[src/rtl/uart_console_bridge.sv]
// Bus master for the tester-side UART register port: programs divider/enables once,
// then polls RX/TX ready flags and bridges bytes to a pair of valid/ready streams.
module uart_console_bridge #(
    parameter int unsigned DATA_W       = 32,
    parameter int unsigned ADDR_W       = 16,
    parameter int unsigned DIV_ADDR     = 0,
    parameter int unsigned TXEN_ADDR    = 2,
    parameter int unsigned RXEN_ADDR    = 3,
    parameter int unsigned TXDATA_ADDR  = 4,
    parameter int unsigned RXDATA_ADDR  = 5,
    parameter int unsigned TXREADY_ADDR = 6,
    parameter int unsigned RXREADY_ADDR = 7,
    parameter logic [15:0] DIV          = 16'd100,
    parameter int unsigned TIMEOUT      = 255
) (
    input  logic              clk,
    input  logic              rst_n,
    output logic              uart_valid,
    output logic [ADDR_W-1:0] uart_addr,
    output logic [DATA_W-1:0] uart_wdata,
    output logic [3:0]        uart_wstrb,
    input  logic [DATA_W-1:0] uart_rdata,
    input  logic              uart_ready,
    output logic [7:0]        rx_data,
    output logic              rx_valid,
    input  logic              rx_ready,
    input  logic [7:0]        tx_data,
    input  logic              tx_valid,
    output logic              tx_ready,
    output logic              init_done,
    output logic              err
);

    localparam int unsigned CntW = $clog2(TIMEOUT + 1);

    typedef enum logic [2:0] {
        StInitDiv,
        StInitTxen,
        StInitRxen,
        StPollRx,
        StRdRx,
        StPush,
        StPollTx,
        StWrTx
    } state_e;

    state_e            state_q, state_d;
    logic              valid_q, valid_d;
    logic [ADDR_W-1:0] addr_q, addr_d;
    logic [DATA_W-1:0] wdata_q, wdata_d;
    logic [3:0]        wstrb_q, wstrb_d;
    logic [CntW-1:0]   cnt_q, cnt_d;
    logic [7:0]        rx_data_q, rx_data_d;
    logic              rx_valid_q, rx_valid_d;
    logic              tx_ready_q, tx_ready_d;
    logic              init_done_q, init_done_d;
    logic              err_q, err_d;

    // Request descriptor for the current state
    logic [ADDR_W-1:0] req_addr;
    logic [15:0]       req_val;
    logic              req_wr;
    logic              req_half;
    logic [1:0]        lane;
    logic              timed_out;
    logic              done;
    logic [7:0]        rd_byte;

    always_comb begin
        req_addr = '0;
        req_val  = '0;
        req_wr   = 1'b0;
        req_half = 1'b0;
        unique case (state_q)
            StInitDiv: begin
                req_addr = ADDR_W'(DIV_ADDR);
                req_val  = DIV;
                req_wr   = 1'b1;
                req_half = 1'b1;
            end
            StInitTxen: begin
                req_addr = ADDR_W'(TXEN_ADDR);
                req_val  = 16'd1;
                req_wr   = 1'b1;
            end
            StInitRxen: begin
                req_addr = ADDR_W'(RXEN_ADDR);
                req_val  = 16'd1;
                req_wr   = 1'b1;
            end
            StPollRx: req_addr = ADDR_W'(RXREADY_ADDR);
            StRdRx:   req_addr = ADDR_W'(RXDATA_ADDR);
            StPollTx: req_addr = ADDR_W'(TXREADY_ADDR);
            StWrTx: begin
                req_addr = ADDR_W'(TXDATA_ADDR);
                req_val  = {8'h00, tx_data};
                req_wr   = 1'b1;
            end
            StPush: req_addr = '0;
        endcase
    end

    assign lane      = req_addr[1:0];
    assign timed_out = valid_q && !uart_ready && (cnt_q == CntW'(TIMEOUT - 1));
    assign done      = valid_q && (uart_ready || timed_out);
    // A timed-out read completes with value 0
    assign rd_byte   = timed_out ? 8'h00 : uart_rdata[{addr_q[1:0], 3'b000} +: 8];

    always_comb begin
        state_d     = state_q;
        valid_d     = valid_q;
        addr_d      = addr_q;
        wdata_d     = wdata_q;
        wstrb_d     = wstrb_q;
        cnt_d       = cnt_q;
        rx_data_d   = rx_data_q;
        rx_valid_d  = rx_valid_q;
        tx_ready_d  = 1'b0;
        init_done_d = init_done_q;
        err_d       = err_q;

        if (!valid_q) begin
            if (state_q == StPush) begin
                if (rx_valid_q && rx_ready) begin
                    rx_valid_d = 1'b0;
                    state_d    = StPollTx;
                end
            end else if (state_q == StPollTx && !tx_valid) begin
                state_d = StPollRx;
            end else begin
                valid_d = 1'b1;
                addr_d  = req_addr;
                cnt_d   = '0;
                if (req_wr) begin
                    wdata_d = DATA_W'(req_val) << {lane, 3'b000};
                    wstrb_d = (req_half ? 4'b0011 : 4'b0001) << lane;
                end else begin
                    wdata_d = '0;
                    wstrb_d = 4'b0000;
                end
            end
        end else begin
            if (!uart_ready) cnt_d = cnt_q + 1'b1;
            if (done) begin
                valid_d = 1'b0;
                if (timed_out) err_d = 1'b1;
                unique case (state_q)
                    StInitDiv:  state_d = StInitTxen;
                    StInitTxen: state_d = StInitRxen;
                    StInitRxen: begin
                        state_d     = StPollRx;
                        init_done_d = 1'b1;
                    end
                    StPollRx:   state_d = rd_byte[0] ? StRdRx : StPollTx;
                    StRdRx: begin
                        rx_data_d  = rd_byte;
                        rx_valid_d = 1'b1;
                        state_d    = StPush;
                    end
                    StPollTx:   state_d = (rd_byte[0] && tx_valid) ? StWrTx : StPollRx;
                    StWrTx: begin
                        tx_ready_d = 1'b1;
                        state_d    = StPollRx;
                    end
                    StPush:     state_d = StPush;
                endcase
            end
        end
    end

    always_ff @(posedge clk) begin
        if (!rst_n) begin
            state_q     <= StInitDiv;
            valid_q     <= 1'b0;
            addr_q      <= '0;
            wdata_q     <= '0;
            wstrb_q     <= '0;
            cnt_q       <= '0;
            rx_data_q   <= '0;
            rx_valid_q  <= 1'b0;
            tx_ready_q  <= 1'b0;
            init_done_q <= 1'b0;
            err_q       <= 1'b0;
        end else begin
            state_q     <= state_d;
            valid_q     <= valid_d;
            addr_q      <= addr_d;
            wdata_q     <= wdata_d;
            wstrb_q     <= wstrb_d;
            cnt_q       <= cnt_d;
            rx_data_q   <= rx_data_d;
            rx_valid_q  <= rx_valid_d;
            tx_ready_q  <= tx_ready_d;
            init_done_q <= init_done_d;
            err_q       <= err_d;
        end
    end

    assign uart_valid = valid_q;
    assign uart_addr  = addr_q;
    assign uart_wdata = wdata_q;
    assign uart_wstrb = wstrb_q;
    assign rx_data    = rx_data_q;
    assign rx_valid   = rx_valid_q;
    assign tx_ready   = tx_ready_q;
    assign init_done  = init_done_q;
    assign err        = err_q;

endmodule

[config.mk]
export PLATFORM = sky130hd
export DESIGN_NAME = uart_console_bridge
export DESIGN_NICKNAME = d
export VERILOG_FILES = /design/src/rtl/uart_console_bridge.sv
export SDC_FILE = /design/constraint.sdc
export NUM_CORES = 1
export LEC_CHECK = 0
export ABC_CLOCK_PERIOD_IN_PS = 4850
export CORE_ASPECT_RATIO = 0.6
export CORE_MARGIN = 4
export CORE_UTILIZATION = 45
export DETAILED_ROUTE_END_ITERATION = 10
export MAX_ROUTING_LAYER = met4
export PLACE_DENSITY = 0.83
export SLEW_MARGIN = 20
export SYNTH_ARGS = -nofsm -noshare
export SYNTH_HDL_FRONTEND = slang
export SYNTH_SLANG_ARGS = --single-unit
[constraint.sdc]
create_clock -name clk -period 4.85 [get_ports clk]
set_clock_uncertainty 0.15 [all_clocks]
set_input_delay 0.7275 -clock clk [delete_from_list [all_inputs] [get_ports clk]]
set_output_delay 0.7275 -clock clk [all_outputs]
set_load 0.03 [all_outputs]
* Yosys cells after proc, flatten, opt, wreduce, memory -nomap -nowiden
Cells that the tools add are included.
Word-level totals: register bits 76, logic and storage cells 88
Cells by class: $add $sub $neg 1, eq/ne operators 14, shifts and indexed selects 3, mux-type cells 30, bitwise logic cells 3, reductions and logical operators 26
Operator list (number):
- $pmux W16 S7 | 1
- $mux W8 | 5
- $mux W32 | 1
- $shiftx A32 B6 Y8 | 1
- $shl A16 B5 Y32 | 1
- $pmux W8 S3 | 1
- $reduce_and A3 Y1 | 7
- $mux W3 | 6
- $pmux W3 S6 | 1
- $eq A3 B3 Y1 const B | 4
- $mux W1 | 12
- $add A8 B1 Y8 const B | 1
- $eq A8 B8 Y1 const B | 1
- $reduce_or A2 Y1 | 4
- $eq A3 B2 Y1 const B | 2
- $logic_and A1 B1 Y1 | 6
- $ne A2 B2 Y1 const B | 3
- $mux W2 | 2
- $mux W4 | 1
- $ne A2 B1 Y1 const B | 2
- $reduce_and A4 Y1 | 1
- $reduce_bool A2 Y1 | 2
- $reduce_or A4 Y1 | 1
- $shl A2 B2 Y4 | 1
- other kinds (7) | 10

* Depth between registers and ports, before layout
Gate-level depths: netlist of run 1.
depth after elaboration 9, depth in mapped cells 7, mapped depth without buffers 6

* Least setup slack after synthesis of run 1
No wires, ideal clock.
path type input to register, start point input tx_valid, end point register state_q[0], arrival 1766 ps, slack 2817 ps, cell stages on the path 5, path buffers 1, path through and4bb_1 > or3_1 > buf_2 > and2_1 > o211a_1
Between the ends: word-level cells in the longest chain between the ends 4
Ends and longest elaborated chain:
- start: declaration | RTL line 28 | input logic tx_valid,
- $logic_not A1 Y1 | RTL line 128 | end else if (state_q == StPollTx && !tx_valid) begin
- $logic_and A1 B1 Y1 | RTL line 128
- $reduce_bool A3 Y1 (no line)
- $reduce_and A3 Y1 (no line)
- end signal: assignment | RTL line 173 | state_q <= StInitDiv;
- end signal: assignment | RTL line 185 | state_q <= state_d;
- end: declaration | RTL line 47 | state_e state_q, state_d;
Every way passes these cells. A chain may end at the register's enable or synchronous reset.

* Final worst setup path of run 1
start point register valid_q (netlist: uart_valid), end point output uart_valid
RTL lines:
- start: declaration | RTL line 48 | logic valid_q, valid_d;
- start signal: assignment | RTL line 186 | valid_q <= valid_d;
- end: declaration | RTL line 18 | output logic uart_valid,
No word-level cell between the ends.

==> results of run 1 <==
[per-layer routing]
metal	global-route usage	vias to the layer above	wire length, um
li1	-	1191	-
met1	0.282	1132	3560
met2	0.298	94	3260
met3	0.0622	6	555
met4	0.0630	0	57
met5	-	-	0
[flip-flops by register name (all words and copies together), names as in the netlist, 3 cells and up]
register    flops
uart_wstrb      4
state_q         3
cnt_q           8
uart_wdata     32
rx_data         8
uart_addr       3
[per-stage QoR]
stage	util	total power [mW]
3_3_place_gp	0.638	0.823
2_1_floorplan	-	0.743
5_1_grt	0.667	1.26
4_1_cts	0.667	1.21
3_5_place_dp	0.638	0.828
6_report	0.667	1.21
[cells by family (layout without fill, tap and decap cells)]
kind of cell	after synthesis	in the layout
multiplexers	9	9
adder cells (fa/ha/maj)	2	2
XOR/XNOR	2	2
other	1	13
buffers and inverters	35	116
AO/OA/AOI/OAI	73	73
flip-flops	63	63
AND/OR/NAND/NOR	103	103
[how the worst max path moves through the flow]
stage / startpoint / end / slack, ns / cells past startpoint
global route: uart_addr[0]$_SDFFE_PN0P_ / uart_addr[0] / 1.95 / 1
global placement: tx_valid / uart_wdata[3]$_SDFFE_PN0P_ / 2.09 / 4
floorplan: tx_valid / state_q[0]$_SDFFE_PN0P_ / 2.82 / 5
finish: uart_valid$_SDFF_PN0_ / uart_valid / 2.10 / 1
detailed placement: tx_valid / uart_wdata[4]$_SDFFE_PN0P_ / 2.06 / 4
CTS: uart_addr[0]$_SDFFE_PN0P_ / uart_addr[0] / 2.05 / 1
[power by group]
| part | leakage, nW | internal (mW) | total (mW) | switching (mW) |
|---|---|---|---|---|
| Clock | 0.0850 | 0.194 | 0.387 | 0.193 |
| Combinational | 0.781 | 0.116 | 0.242 | 0.127 |
| Sequential | 0.511 | 0.538 | 0.578 | 0.0394 |
| Total | 1.38 | 0.848 | 1.21 | 0.359 |
[Yosys cell counts, types with 5 or more instances]
master	count	area (um2)
dfxtp_1	63	1260
and2_1	23	144
a21oi_1	22	110
nor2_1	21	78.8
nand2_1	16	60.1
o21ai_0	15	75.1
nand3_1	14	70.1
buf_4	13	97.6
clkbuf_1	12	45.0
o31a_1	10	87.6
mux4_2	8	180
nor3_1	6	30.0
or3_1	6	37.5
a22o_1	5	43.8
inv_1	5	18.8
[final cells by class]
| class | count | share of cell area |
|---|---|---|
| Sequential cell | 63 | 0.330 |
| Inverter | 5 | 0.00491 |
| Clock inverter | 4 | 0.00589 |
| Timing Repair Buffer | 96 | 0.251 |
| Multi-Input combinational cell | 202 | 0.344 |
| Clock buffer | 11 | 0.0370 |
| Tap cell | 80 | 0.0262 |
==> flow_summary.json, run 1 <==
{
  "status": "finished clean",
  "place_area_um2": 3660,
  "initial_utilization": 0.476,
  "final_common_cell": "clkdlybuf4s50_1",
  "track_usage": 0.208,
  "fill_cells": 477,
  "end_kind": "output pin",
  "dp_hpwl_um": 5580,
  "cp_max_fo": 19,
  "synthAdderAreaFrac": 0.00918,
  "synthFlopType": "dfxtp_1",
  "cp_num_buf_inv": 1,
  "drtIter0Drc": 238,
  "holdPathStages": 2,
  "timing.rr.end": "uart_wdata[7]$_SDFFE_PN0P_",
  "max_slew_margin": 0.401,
  "min_to": "uart_wdata[5]$_SDFFE_PN0P_",
  "io_buffers": 96,
  "grt_start_max_net_pins": 32,
  "drive_gt1_frac": 0.0656,
  "synth_top_family_by_area": "simple AND/OR/NAND/NOR gates",
  "synthCells": 288,
  "drc": 0,
  "placedCellCount": 446,
  "avgSynthCellArea_um2": 9.46,
  "fin_hold_ws_ns": 0.306,
  "start_kind": "register",
  "detail-route-antenna-nets": 0,
  "h-tree-depth": 3,
  "multi_input_area_um2": 1320,
  "io_pins": 110,
  "hp-class": "register to register",
  "stdcell_count": 461,
  "synthesis.area_um2": 2730,
  "max_freq_ghz": 0.363,
  "cp.required_ns": 3.97,
  "cpLargestDelayFamily": "buffers and inverters",
  "clockBufferDepth": 2,
  "irDropWorstVdd_mv": 0.195,
  "finalInstanceArea_um2": 3820,
  "synth-simple-area-share": 0.199,
  "gp_congestion": 0.860,
  "detail_route.vias_per_cell": 5.26,
  "nNetsFinal": 424,
  "area.growth.synth_to_final_pct": 40.2,
  "core_area_um2": 5730,
  "async_reset_ff_frac": 0,
  "placementRows": 21,
  "firstDrtPassIters": 4,
  "critPathMaxStageDelay_ns": 0.80,
  "cts_hold_buf": 0,
  "yosys_warnings": 0,
  "cts_resized": 0,
  "dpl_worst_slack_ns": 2.06,
  "rrSetupSlack_ns": 2.60,
  "die_w_um": 108,
  "ys_seq_area_frac": 0.463,
  "cts_tree": "yes",
  "min_from": "uart_wdata[5]$_SDFFE_PN0P_",
  "rsz0062_at_grt": "false",
  "r2r_cells": 3,
  "tightest_slew_ns": 0.899,
  "cts_buffers": 9,
  "vias": 2423,
  "setup_tns_ns": 0,
  "synthXorXnorAreaFrac": 0.00643,
  "die_area_um2": 7410,
  "setup.worst_path.class": "register to output pin",
  "finalSetupViolations": 0,
  "cellLeakagePower_nw": 1.38,
  "clockRootBuffer": "clkbuf_8",
  "ys_ff_latch": 63,
  "drv_slew": 0,
  "layout_min_cycle_time_ns": 2.75,
  "synth_edf_count": 0,
  "postCtsSetupBuffers": 0,
  "clk_latency_ns": 0.34,
  "critPathArrivalTime_ns": 1.87,
  "clk_pin_slew_ns": 0.06,
  "max-cap-violations": 0,
  "rr_startpoint": "state_q[2]$_SDFFE_PN0P_",
  "register_area_um2": 1260,
  "diodes": 0,
  "cp_slowest_cell": "clkdlybuf4s50_1",
  "wire_per_inst_um": 16.1,
  "synth_compound_area_frac": 0.181,
  "grt_pass1_wl_um": 11400,
  "overflow": 0,
  "worst_slack_ns": 2.10,
  "synthMuxAreaShare": 0.0698,
  "crit_chain": "clkdlybuf4s50_1",
  "wl_um": 7440,
  "hold_viol_final": 0,
  "grt_pass1_vias": 2264,
  "ys_types": 46,
  "cts.sinks": 63,
  "antenna_found_initial": 0,
  "layout_worst_path_cycle_share": 0.567,
  "cellPowerDensity_nw_per_um2": 316,
  "fp.dieH_um": 68.3,
  "layout_common_cells": "clkdlybuf4s50_1 (96), dfxtp_1 (63), and2_1 (23)"
}
Note: power is estimated with default switching activity, not from simulation.
==> run 2: changes to the inputs <==
--- a/config.mk
+++ b/config.mk
@@ -5,13 +5,13 @@
 export SDC_FILE = /design/constraint.sdc
 export NUM_CORES = 1
 export LEC_CHECK = 0
-export ABC_CLOCK_PERIOD_IN_PS = 4850
+export ABC_CLOCK_PERIOD_IN_PS = 2400
 export CORE_ASPECT_RATIO = 0.6
 export CORE_MARGIN = 4
-export CORE_UTILIZATION = 45
+export CORE_UTILIZATION = 39
 export DETAILED_ROUTE_END_ITERATION = 10
 export MAX_ROUTING_LAYER = met4
-export PLACE_DENSITY = 0.83
+export PLACE_DENSITY = 0.76
 export SLEW_MARGIN = 20
 export SYNTH_ARGS = -nofsm -noshare
 export SYNTH_HDL_FRONTEND = slang
==> constraint.sdc (replaced) <==
create_clock -name clk -period 2.4 [get_ports clk]
set_clock_uncertainty 0.15 [all_clocks]
set_input_delay 0.36 -clock clk [delete_from_list [all_inputs] [get_ports clk]]
set_output_delay 0.36 -clock clk [all_outputs]
set_load 0.03 [all_outputs]
==> flow_summary.json, run 2 (synthesis results as in run 1) <==
{
  "drive_gt1_frac": 0.108,
  "irDropWorstVdd_mv": 0.433,
  "multi_input_area_um2": 1320,
  "cts_tree": "yes",
  "cp_max_fo": 8,
  "clk_pin_slew_ns": 0.06,
  "antenna_found_initial": 0,
  "final_common_cell": "clkdlybuf4s50_1",
  "max_freq_ghz": 0.454,
  "cp_num_buf_inv": 1,
  "cts_resized": 0,
  "max_slew_margin": 0.628,
  "io_pins": 110,
  "layout_common_cells": "clkdlybuf4s50_1 (96), dfxtp_1 (63), and2_1 (23)",
  "core_area_um2": 6730,
  "placementRows": 23,
  "rsz0062_at_grt": "false",
  "cts.sinks": 63,
  "wire_per_inst_um": 15.7,
  "firstDrtPassIters": 4,
  "hold_viol_final": 0,
  "setup_tns_ns": 0,
  "finalSetupViolations": 0,
  "critPathMaxStageDelay_ns": 0.76,
  "grt_pass1_vias": 2411,
  "detail-route-antenna-nets": 0,
  "fp.dieH_um": 72.8,
  "fill_cells": 600,
  "drc": 0,
  "diodes": 0,
  "track_usage": 0.194,
  "final_core_util": 0.611,
  "layout_worst_path_cycle_share": 0.918,
  "die_area_um2": 8430,
  "dp_hpwl_um": 5770,
  "postCtsSetupBuffers": 0,
  "start_kind": "register",
  "vias": 2533,
  "detail_route.vias_per_cell": 5.22,
  "setup.worst_path.class": "register to output pin",
  "gp_congestion": 0.894,
  "clockBufferDepth": 2,
  "initial_utilization": 0.405,
  "wl_um": 7620,
  "drtIter0Drc": 151,
  "clk_latency_ns": 0.32,
  "register_area_um2": 1260,
  "nNetsFinal": 440,
  "cts_hold_buf": 0,
  "area.growth.synth_to_final_pct": 51.1,
  "crit_chain": "clkdlybuf4s50_1",
  "cellLeakagePower_nw": 1.53,
  "end_kind": "output pin",
  "critPathArrivalTime_ns": 1.69,
  "cellPowerDensity_nw_per_um2": 752,
  "tightest_slew_ns": 0.554,
  "clockRootBuffer": "clkbuf_16",
  "grt_start_max_net_pins": 32,
  "overflow": 0,
  "cp_slowest_cell": "clkdlybuf4s50_1",
  "cts_buffers": 9,
  "max-cap-violations": 0,
  "status": "finished clean",
  "cpLargestDelayFamily": "buffers and inverters",
  "layout_min_cycle_time_ns": 2.20,
  "hp-class": "register to register",
  "drv_slew": 0,
  "grt_pass1_wl_um": 12300,
  "largest_reg_flops": 32,
  "io_buffers": 96,
  "cp.required_ns": 1.89,
  "die_w_um": 116,
  "h-tree-depth": 3
}
## run 2: cell type report
type,instances,area share
multi-input cells,202,0.320
flip-flops and latches,63,0.306
repair buffers,112,0.263
clock buffers,10,0.0580
well taps,87,0.0264
clock inverters,6,0.0225
inverters,5,0.00456
## run 2: report_power, final
part           internal [mW]  total [mW]  switching, mW
logic                  0.258       0.540          0.282
registers               1.09        1.14         0.0533
clock network          0.942        1.42          0.475
total                   2.29        3.10          0.811
## run 2: worst paths after layout
check / slack [ns] / depth (start not counted) / start / end
worst max-delay path: 0.20 / 1 / uart_addr[0]$_SDFFE_PN0P_ / uart_addr[0]
worst min-delay path: 0.29 / 2 / uart_wdata[6]$_SDFFE_PN0P_ / uart_wdata[6]$_SDFFE_PN0P_
worst max register to register: 0.43 / 5 / state_q[2]$_SDFFE_PN0P_ / state_q[0]$_SDFFE_PN0P_
worst min register to register: 0.29 / 2 / uart_wdata[6]$_SDFFE_PN0P_ / uart_wdata[6]$_SDFFE_PN0P_
## run 2: through the flow
stage	total power, mW	setup WS [ns]	area (um2)	instances	hold WS [ns]
after floorplan	1.50	0.460	2770	300	0.317
after global placement	1.69	0.203	3790	469	0.285
final	3.10	0.196	4120	485	0.294
after CTS	3.14	0.156	4120	485	0.298
after detailed placement	1.70	0.146	3790	469	0.289
after global routing	3.24	0.128	4120	485	0.323
## run 2: metal layers
layer / global-route usage / part of all wire / up-vias / wire length (um)
met2: 0.279 / 0.45 / 83 / 3390
met1: 0.266 / 0.47 / 1220 / 3610
met5: - / 0 / - / 0
met4: 0.0566 / 0.013 / 0 / 96
met3: 0.0572 / 0.068 / 7 / 521
li1: - / - / 1223 / -
==> run 3: changes to the inputs <==
--- a/config.mk
+++ b/config.mk
@@ -10,7 +10,6 @@
 export CORE_MARGIN = 4
 export CORE_UTILIZATION = 39
 export DETAILED_ROUTE_END_ITERATION = 10
-export MAX_ROUTING_LAYER = met4
 export PLACE_DENSITY = 0.76
 export SLEW_MARGIN = 20
 export SYNTH_ARGS = -nofsm -noshare
==> flow_summary.json, run 3 (synthesis results as in run 1) <==
{
  "cts_hold_buf": 0,
  "start_kind": "register",
  "placedCellCount": 469,
  "clk_latency_ns": 0.32,
  "critPathMaxStageDelay_ns": 0.76,
  "h-tree-depth": 3,
  "rsz0062_at_grt": "false",
  "cts.sinks": 63,
  "tightest_slew_ns": 0.547,
  "finalSetupViolations": 0,
  "cp_max_fo": 8,
  "end_kind": "output pin",
  "largest_reg_flops": 32,
  "status": "finished clean",
  "area.growth.synth_to_final_pct": 51.1,
  "layout_common_cells": "clkdlybuf4s50_1 (96), dfxtp_1 (63), and2_1 (23)",
  "overflow": 0,
  "layout_worst_path_cycle_share": 0.918,
  "final_common_cell": "clkdlybuf4s50_1",
  "rrSetupSlack_ns": 0.43,
  "firstDrtPassIters": 4,
  "io_pins": 110,
  "cts_buffers": 9,
  "grt_pass1_wl_um": 12300,
  "cts_resized": 0,
  "max_slew_margin": 0.633,
  "die_area_um2": 8430,
  "r2r_cells": 5,
  "fp.dieH_um": 72.8,
  "gp_congestion": 0.879,
  "cp-endpoint": "uart_addr[0]",
  "cp_num_buf_inv": 1,
  "hold_viol_final": 0,
  "setup_tns_ns": 0,
  "timing.rr.end": "state_q[0]$_SDFFE_PN0P_",
  "vias": 2510,
  "wl_um": 7610,
  "wire_per_inst_um": 15.7,
  "antenna_found_initial": 0,
  "drtIter0Drc": 119,
  "core_area_um2": 6730,
  "die_w_um": 116,
  "min_from": "uart_wdata[6]$_SDFFE_PN0P_",
  "worstSetupStartpoint": "uart_addr[0]$_SDFFE_PN0P_",
  "final_core_util": 0.611,
  "cts_tree": "yes",
  "grt_pass1_vias": 2419,
  "max-cap-violations": 0,
  "crit_chain": "clkdlybuf4s50_1",
  "cpLargestDelayFamily": "buffers and inverters",
  "detail_route.vias_per_cell": 5.18,
  "hp-class": "register to register",
  "irDropWorstVdd_mv": 0.433,
  "max_freq_ghz": 0.454,
  "drv_slew": 0,
  "nNetsFinal": 440,
  "stdcell_count": 485,
  "critPathArrivalTime_ns": 1.69,
  "dp_hpwl_um": 5770,
  "clockBufferDepth": 2,
  "worst_slack_ns": 0.196,
  "drive_gt1_frac": 0.108,
  "layout_min_cycle_time_ns": 2.20,
  "setup.worst_path.class": "register to output pin",
  "clk_pin_slew_ns": 0.06,
  "drc": 0,
  "cellLeakagePower_nw": 1.53,
  "rr_startpoint": "state_q[2]$_SDFFE_PN0P_",
  "diodes": 0,
  "cp.required_ns": 1.89,
  "grt_start_max_net_pins": 32,
  "postCtsSetupBuffers": 0,
  "io_buffers": 96,
  "cp_slowest_cell": "clkdlybuf4s50_1",
  "placementRows": 23,
  "track_usage": 0.188,
  "dpl_worst_slack_ns": 0.146,
  "cp.depth": 1,
  "cellPowerDensity_nw_per_um2": 752,
  "clockRootBuffer": "clkbuf_16",
  "initial_utilization": 0.405,
  "detail-route-antenna-nets": 0
}
[run 3: cell counts in the layout (fill, tap and decap cells not counted)]
Identical to the previous run, type by type.
[run 3: power breakdown]
| group | switching [mW] | leakage (nW) | internal (mW) | total (mW) |
|---|---|---|---|---|
| Clock | 0.475 | 0.155 | 0.942 | 1.42 |
| Combinational | 0.283 | 0.860 | 0.258 | 0.540 |
| Sequential | 0.0532 | 0.511 | 1.09 | 1.14 |
[run 3: through the flow]
stage	hold slack, ns	cell area [um2]	total power, mW
final	0.295	4120	3.10
after floorplan	0.317	2770	1.50
after global routing	0.323	4120	3.24
after CTS	0.298	4120	3.14
after global placement	0.285	3790	1.69
after detailed placement	0.289	3790	1.70
[run 3: worst min-delay path, cell delays in order, from the launching register on]
cell and delay [ns]:
dfxtp_1 0.31, nand2_1 0.05, o21ai_1 0.05
[run 3: how the worst min path moves through the flow]
stage,slack (ns),end,cells after the start
6_report,0.29,uart_wdata[6]$_SDFFE_PN0P_,2
5_1_grt,0.32,init_done$_SDFFE_PN0P_,2
4_1_cts,0.30,uart_wdata[6]$_SDFFE_PN0P_,2
3_5_place_dp,0.29,uart_wstrb[0]$_SDFFE_PN0P_,2
3_3_place_gp,0.28,uart_wstrb[0]$_SDFFE_PN0P_,2
2_1_floorplan,0.32,cnt_q[5]$_SDFFE_PN0P_,2
[run 3: routing by layer]
layer,up-vias,track usage,share of wire
met3,9,0.0580,0.071
met5,-,0,0
met2,78,0.278,0.44
li1,1222,-,-
met4,0,0.0592,0.014
met1,1201,0.264,0.47
[run 3: area by class of cell]
cell class / instances / area (um2)
Clock buffer: 10 / 239
Clock inverter: 6 / 92.6
Fill cell: 600 / 2620
Inverter: 5 / 18.8
Multi-Input combinational cell: 202 / 1320
Sequential cell: 63 / 1260
Tap cell: 87 / 109
Timing Repair Buffer: 112 / 1080
